**src/rtl/polyphase_interpolator.sv**
```systemverilog
// Upsample-by-M polyphase FIR, one shared MAC, one tap per cycle; outputs registered, K+1 cycles per phase.
// Ready_in drops for the whole M-phase burst; data_out is held while ready_out is low. Optional ROUND_EN macro.
module polyphase_interpolator #(
  parameter int SAMPLE_WIDTH = 16,
  parameter int COEF_WIDTH   = 16,
  parameter int N            = 31,
  parameter int M            = 2
) (
  input  logic                           clk,
  input  logic                           reset,
  input  logic                           valid_in,
  output logic                           ready_in,
  input  logic signed [SAMPLE_WIDTH-1:0] data_in,
  output logic                           valid_out,
  input  logic                           ready_out,
  output logic signed [SAMPLE_WIDTH-1:0] data_out,
  input  logic                           coef_we,
  input  logic [$clog2(N)-1:0]           coef_addr,
  input  logic signed [COEF_WIDTH-1:0]   coef_data,
  output logic                           coef_ready
);

  localparam int K      = (N + M - 1) / M;
  localparam int TAP_W  = (K > 1) ? $clog2(K) : 1;
  localparam int PH_W   = (M > 1) ? $clog2(M) : 1;
  localparam int CA_W   = $clog2(N);
  localparam int PROD_W = SAMPLE_WIDTH + COEF_WIDTH;
  localparam int ACC_W  = SAMPLE_WIDTH + COEF_WIDTH + $clog2(K);

  typedef enum logic [1:0] {IDLE, MAC, OUT} state_t;

  state_t                          state_q, state_d;
  logic [PH_W-1:0]                 phase_q, phase_d;
  logic [TAP_W-1:0]                tap_q, tap_d;
  logic signed [ACC_W-1:0]         acc_q, acc_d;
  logic signed [SAMPLE_WIDTH-1:0]  dout_q, dout_d;
  logic                            vout_q, vout_d;
  logic signed [SAMPLE_WIDTH-1:0]  dline_q [K];
  logic signed [COEF_WIDTH-1:0]    coef_q  [N];

  logic                            accept;
  logic                            coef_wr;
  logic [31:0]                     coef_idx;
  logic signed [COEF_WIDTH-1:0]    coef_sel;
  logic signed [PROD_W-1:0]        prod;
  logic signed [ACC_W-1:0]         acc_next;
  logic signed [ACC_W-1:0]         acc_rnd;
  logic signed [ACC_W-1:0]         scaled;
  logic [ACC_W-SAMPLE_WIDTH:0]     scaled_hi;
  logic signed [SAMPLE_WIDTH-1:0]  sat_val;

  // Polyphase tap mapping: phase p, tap t reads prototype h[p + t*M]; the tail past N is zero.
  always_comb begin
    coef_idx = 32'(phase_q) + 32'(tap_q) * 32'(M);
    coef_sel = '0;
    if (coef_idx < 32'(N)) coef_sel = coef_q[coef_idx[CA_W-1:0]];
    prod     = PROD_W'(coef_sel) * PROD_W'(dline_q[tap_q]);
    acc_next = acc_q + ACC_W'(prod);
  end

  always_comb begin
`ifdef ROUND_EN
    acc_rnd = acc_next + {{(ACC_W-COEF_WIDTH+1){1'b0}}, 1'b1, {(COEF_WIDTH-2){1'b0}}};
`else
    acc_rnd = acc_next;
`endif
    scaled    = acc_rnd >>> (COEF_WIDTH - 1);
    scaled_hi = scaled[ACC_W-1:SAMPLE_WIDTH-1];
    if (scaled_hi == '0 || scaled_hi == '1)
      sat_val = scaled[SAMPLE_WIDTH-1:0];
    else if (scaled[ACC_W-1])
      sat_val = {1'b1, {(SAMPLE_WIDTH-1){1'b0}}};
    else
      sat_val = {1'b0, {(SAMPLE_WIDTH-1){1'b1}}};
  end

  always_comb begin
    state_d    = state_q;
    phase_d    = phase_q;
    tap_d      = tap_q;
    acc_d      = acc_q;
    dout_d     = dout_q;
    vout_d     = vout_q;
    accept     = 1'b0;
    ready_in   = 1'b0;
    coef_ready = 1'b0;
    case (state_q)
      IDLE: begin
        ready_in   = !reset;
        coef_ready = !reset;
        if (valid_in) begin
          accept  = 1'b1;
          phase_d = '0;
          tap_d   = '0;
          acc_d   = '0;
          state_d = MAC;
        end
      end
      MAC: begin
        acc_d = acc_next;
        if (tap_q == TAP_W'(K - 1)) begin
          dout_d  = sat_val;
          vout_d  = 1'b1;
          state_d = OUT;
        end else begin
          tap_d = tap_q + 1'b1;
        end
      end
      OUT: begin
        if (ready_out) begin
          vout_d = 1'b0;
          if (phase_q == PH_W'(M - 1)) begin
            state_d = IDLE;
          end else begin
            phase_d = phase_q + 1'b1;
            tap_d   = '0;
            acc_d   = '0;
            state_d = MAC;
          end
        end
      end
      default: state_d = IDLE;
    endcase
    coef_wr = coef_we && coef_ready && (32'(coef_addr) < 32'(N));
  end

  always_ff @(posedge clk) begin
    if (reset) begin
      state_q <= IDLE;
      phase_q <= '0;
      tap_q   <= '0;
      acc_q   <= '0;
      dout_q  <= '0;
      vout_q  <= 1'b0;
      for (int i = 0; i < K; i++) dline_q[i] <= '0;
      for (int i = 0; i < N; i++) coef_q[i] <= '0;
    end else begin
      state_q <= state_d;
      phase_q <= phase_d;
      tap_q   <= tap_d;
      acc_q   <= acc_d;
      dout_q  <= dout_d;
      vout_q  <= vout_d;
      if (accept) begin
        for (int i = K - 1; i > 0; i--) dline_q[i] <= dline_q[i-1];
        dline_q[0] <= data_in;
      end
      if (coef_wr) coef_q[coef_addr] <= coef_data;
    end
  end

  assign data_out  = dout_q;
  assign valid_out = vout_q;

endmodule

```
**config.mk**
```make
export PLATFORM = sky130hd
export DESIGN_NAME = polyphase_interpolator
export DESIGN_NICKNAME = d
export VERILOG_FILES = /design/src/rtl/polyphase_interpolator.sv
export SDC_FILE = /design/constraint.sdc
export NUM_CORES = 2
export LEC_CHECK = 0
export BUFFER_PORTS_ARGS = -buffer_cell sky130_fd_sc_hd__buf_2
export CORE_AREA = 2 2 353 355
export DETAILED_ROUTE_END_ITERATION = 8
export DIE_AREA = 0 0 355 357
export PLACE_DENSITY_LB_ADDON = 0.05
export SYNTH_ARGS = -nofsm -noshare
export SYNTH_HDL_FRONTEND = slang
export SYNTH_SLANG_ARGS = --single-unit
```
**constraint.sdc**
```tcl
create_clock -name clk -period 7.83 [get_ports clk]
set_input_delay 0.783 -clock clk [delete_from_list [all_inputs] [get_ports clk]]
set_output_delay 0.783 -clock clk [all_outputs]
set_load 0.05 [all_outputs]
```
### Yosys cells after proc, flatten, opt, wreduce, memory -nomap -nowiden

Memories as Yosys holds them, arrays and structs flattened. A register that Yosys moved wholly into a read port is not among the register bits.
Index checks and enable logic that the tools add are counted.
Widths: inputs -> output; s select.

* equal/unequal tests: 9
* reduce and logical (&&, ||, !) cells: 16
* bitwise gates (word level): 16
* multiplexer cells: 56
* add/subtract/negate cells: 4
* $mul: 1
* order comparisons: 2

Operators with widths (count)
* $mux 16: 20
* $mux 36: 3
* $pmux 36 s3: 1
* $add 36x32->36: 1
* $mul 16x16->32: 1
* $mux 4: 6
* $eq 21x21->1 const B: 1
* $logic_not 21->1: 1
* $mux 1: 18
* $or 1x1->1: 16
* $reduce_or 16->1: 1
* $pmux 4 s3: 1
* $ne 2x2->1 const B: 5
* $reduce_and 3->1: 3
* $add 1x5->6: 1
* $lt 6x5->1 const B: 1
* $mux 2: 3
* $pmux 2 s3: 1
* $lt 5x5->1 const B: 1
* $mux 5: 1
* $reduce_and 5->1: 1
* $add 4x1->4 const B: 1
* $eq 4x4->1 const B: 1
* $pmux 1 s2: 2
* other kinds (11): 13

* flip-flop bits (word level): 60
* input port bits: 42
* memories kept: 2
* memory bits (writable): 752

Memories
* coef_q: words 31, bits a word 16, read ports 1, clocked after memory_dff 0, wr ports 31, line 39 `logic signed [COEF_WIDTH-1:0] coef_q [N];`
* dline_q: words 16, bits a word 16, read ports 16, clocked after memory_dff 1, wr ports 16, line 38 `logic signed [SAMPLE_WIDTH-1:0] dline_q [K];`

### Depth between registers and ports, before layout

* depth in word-level cells: 9
* mapped depth: 35
* depth with buffers taken out: 27

### Worst setup path after synthesis

No wires, ideal clock.

* kind: reg-to-reg
* start: register tap_q[0]
* end: register dout_q[10], in the netlist data_out[10]
* period minus slack after synthesis: 8.361 ns
* setup time: 0.126 ns
* slack: -0.531 ns
* buffers on the path: 7
* data required time: 7.704 ns
* stages on the path, launching flop included: 33
* arrival time: 8.235 ns
* cells stage by stage: dfxtp_1 > buf_4 > buf_2 > buf_2 > buf_4 > clkbuf_1 > mux4_2 > mux4_2 > nand2_1 > a21o_1 > buf_4 > nor2_1 > fa_1 > inv_1 > fa_1 > fa_1 > inv_1 > fa_1 > fa_1 > inv_1 > fa_1 > inv_1 > ha_1 > a211o_1 > a2111oi_2 > a21oi_1 > a41o_1 > or2_4 > o311ai_4 > and4_1 > or4_1 > buf_4 > o211ai_2

* word-level cells in the longest chain between the ends: 8
* elaborated cells between the ends (all ways): 13

RTL lines
* start: declaration: line 34 `logic [TAP_W-1:0] tap_q, tap_d;`
* start signal: assignment: line 140 `tap_q <= tap_d;`
* $add 1x5->6: line 54 `coef_idx = 32'(phase_q) + 32'(tap_q) * 32'(M);`
* $mem_v2 31x16 or $lt 6x5->1 (tied branches)
* $mux 16: line 56 `if (coef_idx < 32'(N)) coef_sel = coef_q[coef_idx[CA_W-1:0]];`
* $mul 16x16->32: line 57 `prod = PROD_W'(coef_sel) * PROD_W'(dline_q[tap_q]);`
* $add 36x32->36: line 58 `acc_next = acc_q + ACC_W'(prod);`
* $eq 21x21->1 or $logic_not 21->1 (tied branches): line 69 `if (scaled_hi == '0 || scaled_hi == '1)`
* $logic_or 1x1->1: line 69
* $mux 16: line 69
* end signal: assignment: line 142 `dout_q <= dout_d;`
* end: declaration: line 36 `logic signed [SAMPLE_WIDTH-1:0] dout_q, dout_d;`

Several ways; a longest one is shown, not always the timed one.
A chain may end at the register's enable or synchronous reset.

### Worst setup path in the final report

* start: register phase_q
* end: register dout_q[0], in the netlist data_out[0]

* word-level cells in the longest chain between the ends: 8
* elaborated cells between the ends (all ways): 11

RTL lines
* start: declaration: line 33 `logic [PH_W-1:0] phase_q, phase_d;`
* start signal: assignment: line 139 `phase_q <= phase_d;`
* $add 1x5->6 (*): line 54
* $mem_v2 31x16 or $lt 6x5->1 (tied branches)
* $mux 16 (*): line 56
* $mul 16x16->32 (*): line 57
* $add 36x32->36 (*): line 58
* $eq 21x21->1 or $logic_not 21->1 (tied branches): line 69
* $logic_or 1x1->1: line 69
* $mux 16 (*): line 69

Every way passes the cells marked *; elsewhere a longest branch is shown, timed or not.

==> flow_summary.yaml <==
power:
  p_leak_nw: 24.2
  p_seq_share_pct: 22.2
  combPwrFrac_pct: 59.1
  switchingPower_mw: 9.17
  clkPwrFrac_pct: 18.6
  sw_frac_of_total_pct: 39.1
  p_int_mw: 14.3
  total_power_mw: 23.4
  power.density_nw_per_um2: 403
  peakVddDrop_mv: 0.534
placed_design:
  pre_cts_ws_ns: -0.680
  gp_congestion: 0.875
  dp_hpwl_mm: 94.3
  place_inst: 5492
  portBuffers: 60
  dpl_cell_area_sq_um: 53400
floorplan:
  die_w_um: 355
  dieArea_sq_um: 127000
  io_pins: 61
  rows: 129
  core_sq_um: 123000
  start_util_pct: 39.8
  die-height_um: 357
drt:
  first_pass_iters: 5
  final_antenna_net_count: 0
  num_vias: 30100
  wl_mm: 140
  met1_length_mm: 61.6
  dr_wl_met2_mm: 69.9
  routedWlPerCell_um: 24.4
  vias_per_cell: 5.25
  met3_length_mm: 6.27
  maxUsedRoutingLayer: "met4"
  dr.first_iter.drc_count: 2502
  drc: 0
synth:
  synth_edf_count: 767
  synth_flop_cell: "edfxtp_1"
  synth-async-reset-ratio_pct: 0
  synth_area_sq_um: 48900
  synth_warnings: 0
  ys_seq_area_share_pct: 49.7
  synth.distinct_cells: 70
  syn_inst: 3703
  synth-seq-cells: 831
  synth.avg_cell_area_sq_um: 13.2
timing:
  fin_crit_ns: 8.33
  worst_slack_ns: -0.497
  finalHoldViolCount: 0
  clock_skew_ns: 0.0581
  fmax_ghz: 0.120
  rsz0062_at_grt: "yes"
  worst_pin_slew_ns: 1.31
  setup_tns_ns: -7.71
  setup_viol: 23
  slew_viol_final: 0
  hold_ws_ns: 0.416
  relSlewSlack_pct: 12.4
  fin_crit_sh_pct: 106
clock_tree:
  clock_path_buffers: 3
  cts_max_level: 3
  cts_buffers: 97
  clock_sinks: 831
  clk_latency_ns: 0.69
  hold_buffers: 0
  cts_tree: "done"
  clkSlewWorstSetupHoldPaths_ns: 0.06
  root_buffer: "clkbuf_16"
final_layout:
  nNetsFinal: 4493
  multi_input_area_sq_um: 23100
  postLayoutCellArea_sq_um: 58200
  regArea_sq_um: 24300
  fin_util_pct: 47.3
  final_cell_mix: "767 x edfxtp_1, 498 x and2_1, 353 x inv_1, 351 x buf_4, 292 x fa_1"
  layout_commonest_cell: "edfxtp_1"
  fin_cells: 5741
  n_fill_cell: 10900
  drive_gt1_share_pct: 26.6
  area_growth_pct: 18.9
worst_setup_path:
  crit_arrival_ns: 8.92
  rr_worst_depth: 30
  crit_path_start_kind: "flip-flop"
  crit_end: "data_out[0]$_SDFFE_PP0P_"
  crit_fanout: 7
  crit_cells: 30
  critical_path.startpoint: "phase_q$_SDFFE_PP0P_"
  crit_buf_inv: 9
  crit_slowest_cell: "fa_2"
  r2r_end: "data_out[0]$_SDFFE_PP0P_"
  rrSetupSlack_ns: -0.50
  path_class: "reg2reg"
  cp_data_required_time_ns: 8.42
  cp_slowest_stage_delay_ns: 0.63
  crit_family: "adder cells"
  r2r_start: "phase_q$_SDFFE_PP0P_"
  critPathMostFrequentCell: "buf_4"
  setup.worst_path.end_class: "flip-flop"
global_routing:
  grt_pass1_vias: 32200
  grt_usage_pct: 22.3
  grt_antenna_before_repair: 5
  grt_remaining_overflow: 0
  grt_max_degree: 259
  grt_pass1_wl_mm: 211
run:
  cap_violations: 0
worst_hold_path:
  hp-start: "data_in[9]"
  worstHoldPathType: "in2reg"
run_status:
  status: "finished with violations"
  violations: "negative setup slack"
## layer usage
layer	up-vias	track usage [%]
li1	13500	-
met1	15800	30.9
met2	657	37.7
met3	122	2.94
met4	0	4.51
met5	-	0
## power by group through the flow
stage	Combinational [mW]	Clock, mW	Sequential [mW]
after floorplan	5.91	0	5.26
after global placement	11.3	0	5.29
after detailed placement	11.3	0	5.30
after CTS	12.5	4.46	5.21
after global routing	15.0	4.65	5.23
final	13.9	4.37	5.21
## Yosys cell counts (all sizes together), types with 5 or more instances
cell type  instances  area [sq um]
clkbuf           202           758
nor2             265           995
nand4              5          37.5
xor2               8          77.6
ha               107          1340
o21bai             5          37.5
mux2              11           124
o21a               6          45.0
edfxtp           767         23000
nor3               6          35.0
nand3             13          65.1
a21o              21           158
o21ai             38           190
nor2b             11          68.8
mux4             224          5040
a21oi             44           220
fa               315          6310
nand3b             8          60.1
nand2            131           492
dfxtp             64          1280
or2               50           315
xnor2             25           238
a211oi             9          72.6
nand2b            44           283
buf               66           373
a22oi             34           255
inv              371          1400
o211ai            19           198
and3             263          1650
and2             498          3120
mux2i             24           240
## final cells by class
cell class              instances  share of cell area [%]
repair buffers                480                    7.46
flip-flops and latches        831                    41.8
diodes                          2                 0.00860
well taps                    1637                    3.52
clock buffers                 128                    4.46
inverters                     371                    2.41
clock inverters                44                   0.714
multi-input cells            2248                    39.6
## kinds of logic after synthesis
kind of cell	share of synthesized area (%)
other cells	0.00766
simple gates	14.8
buf+inv	5.16
mux	11.1
flops	49.7
compound gates	3.03
xor+xnor	0.644
fa+ha+maj	15.6
## flip-flops by register name, indices dropped and copies added, names as in the netlist, named ones only
name	count
acc_q	36
coef_q	511
data_out	16
dline_q	256
phase_q	1
state_q	2
tap_q	4
valid_out	1
## what timing repair did
item	in CTS	in global routing
setup endpoints to repair	31	35
gates resized for setup	99	123
setup buffers	26	41
gates cloned	6	3
pin swaps	21	49
## how the worst min path moves through the flow
stage,cells past startpoint,endpoint
2_1_floorplan,2,acc_q[31]$_SDFFE_PP0P_
3_3_place_gp,2,data_out[15]$_SDFFE_PP0P_
3_5_place_dp,2,data_out[15]$_SDFFE_PP0P_
4_1_cts,2,dline_q[0][6]$_SDFFCE_PN0P_
5_1_grt,2,dline_q[0][6]$_SDFFCE_PN0P_
6_report,2,dline_q[0][9]$_SDFFCE_PN0P_
Note: power is estimated with default switching activity, not from simulation.
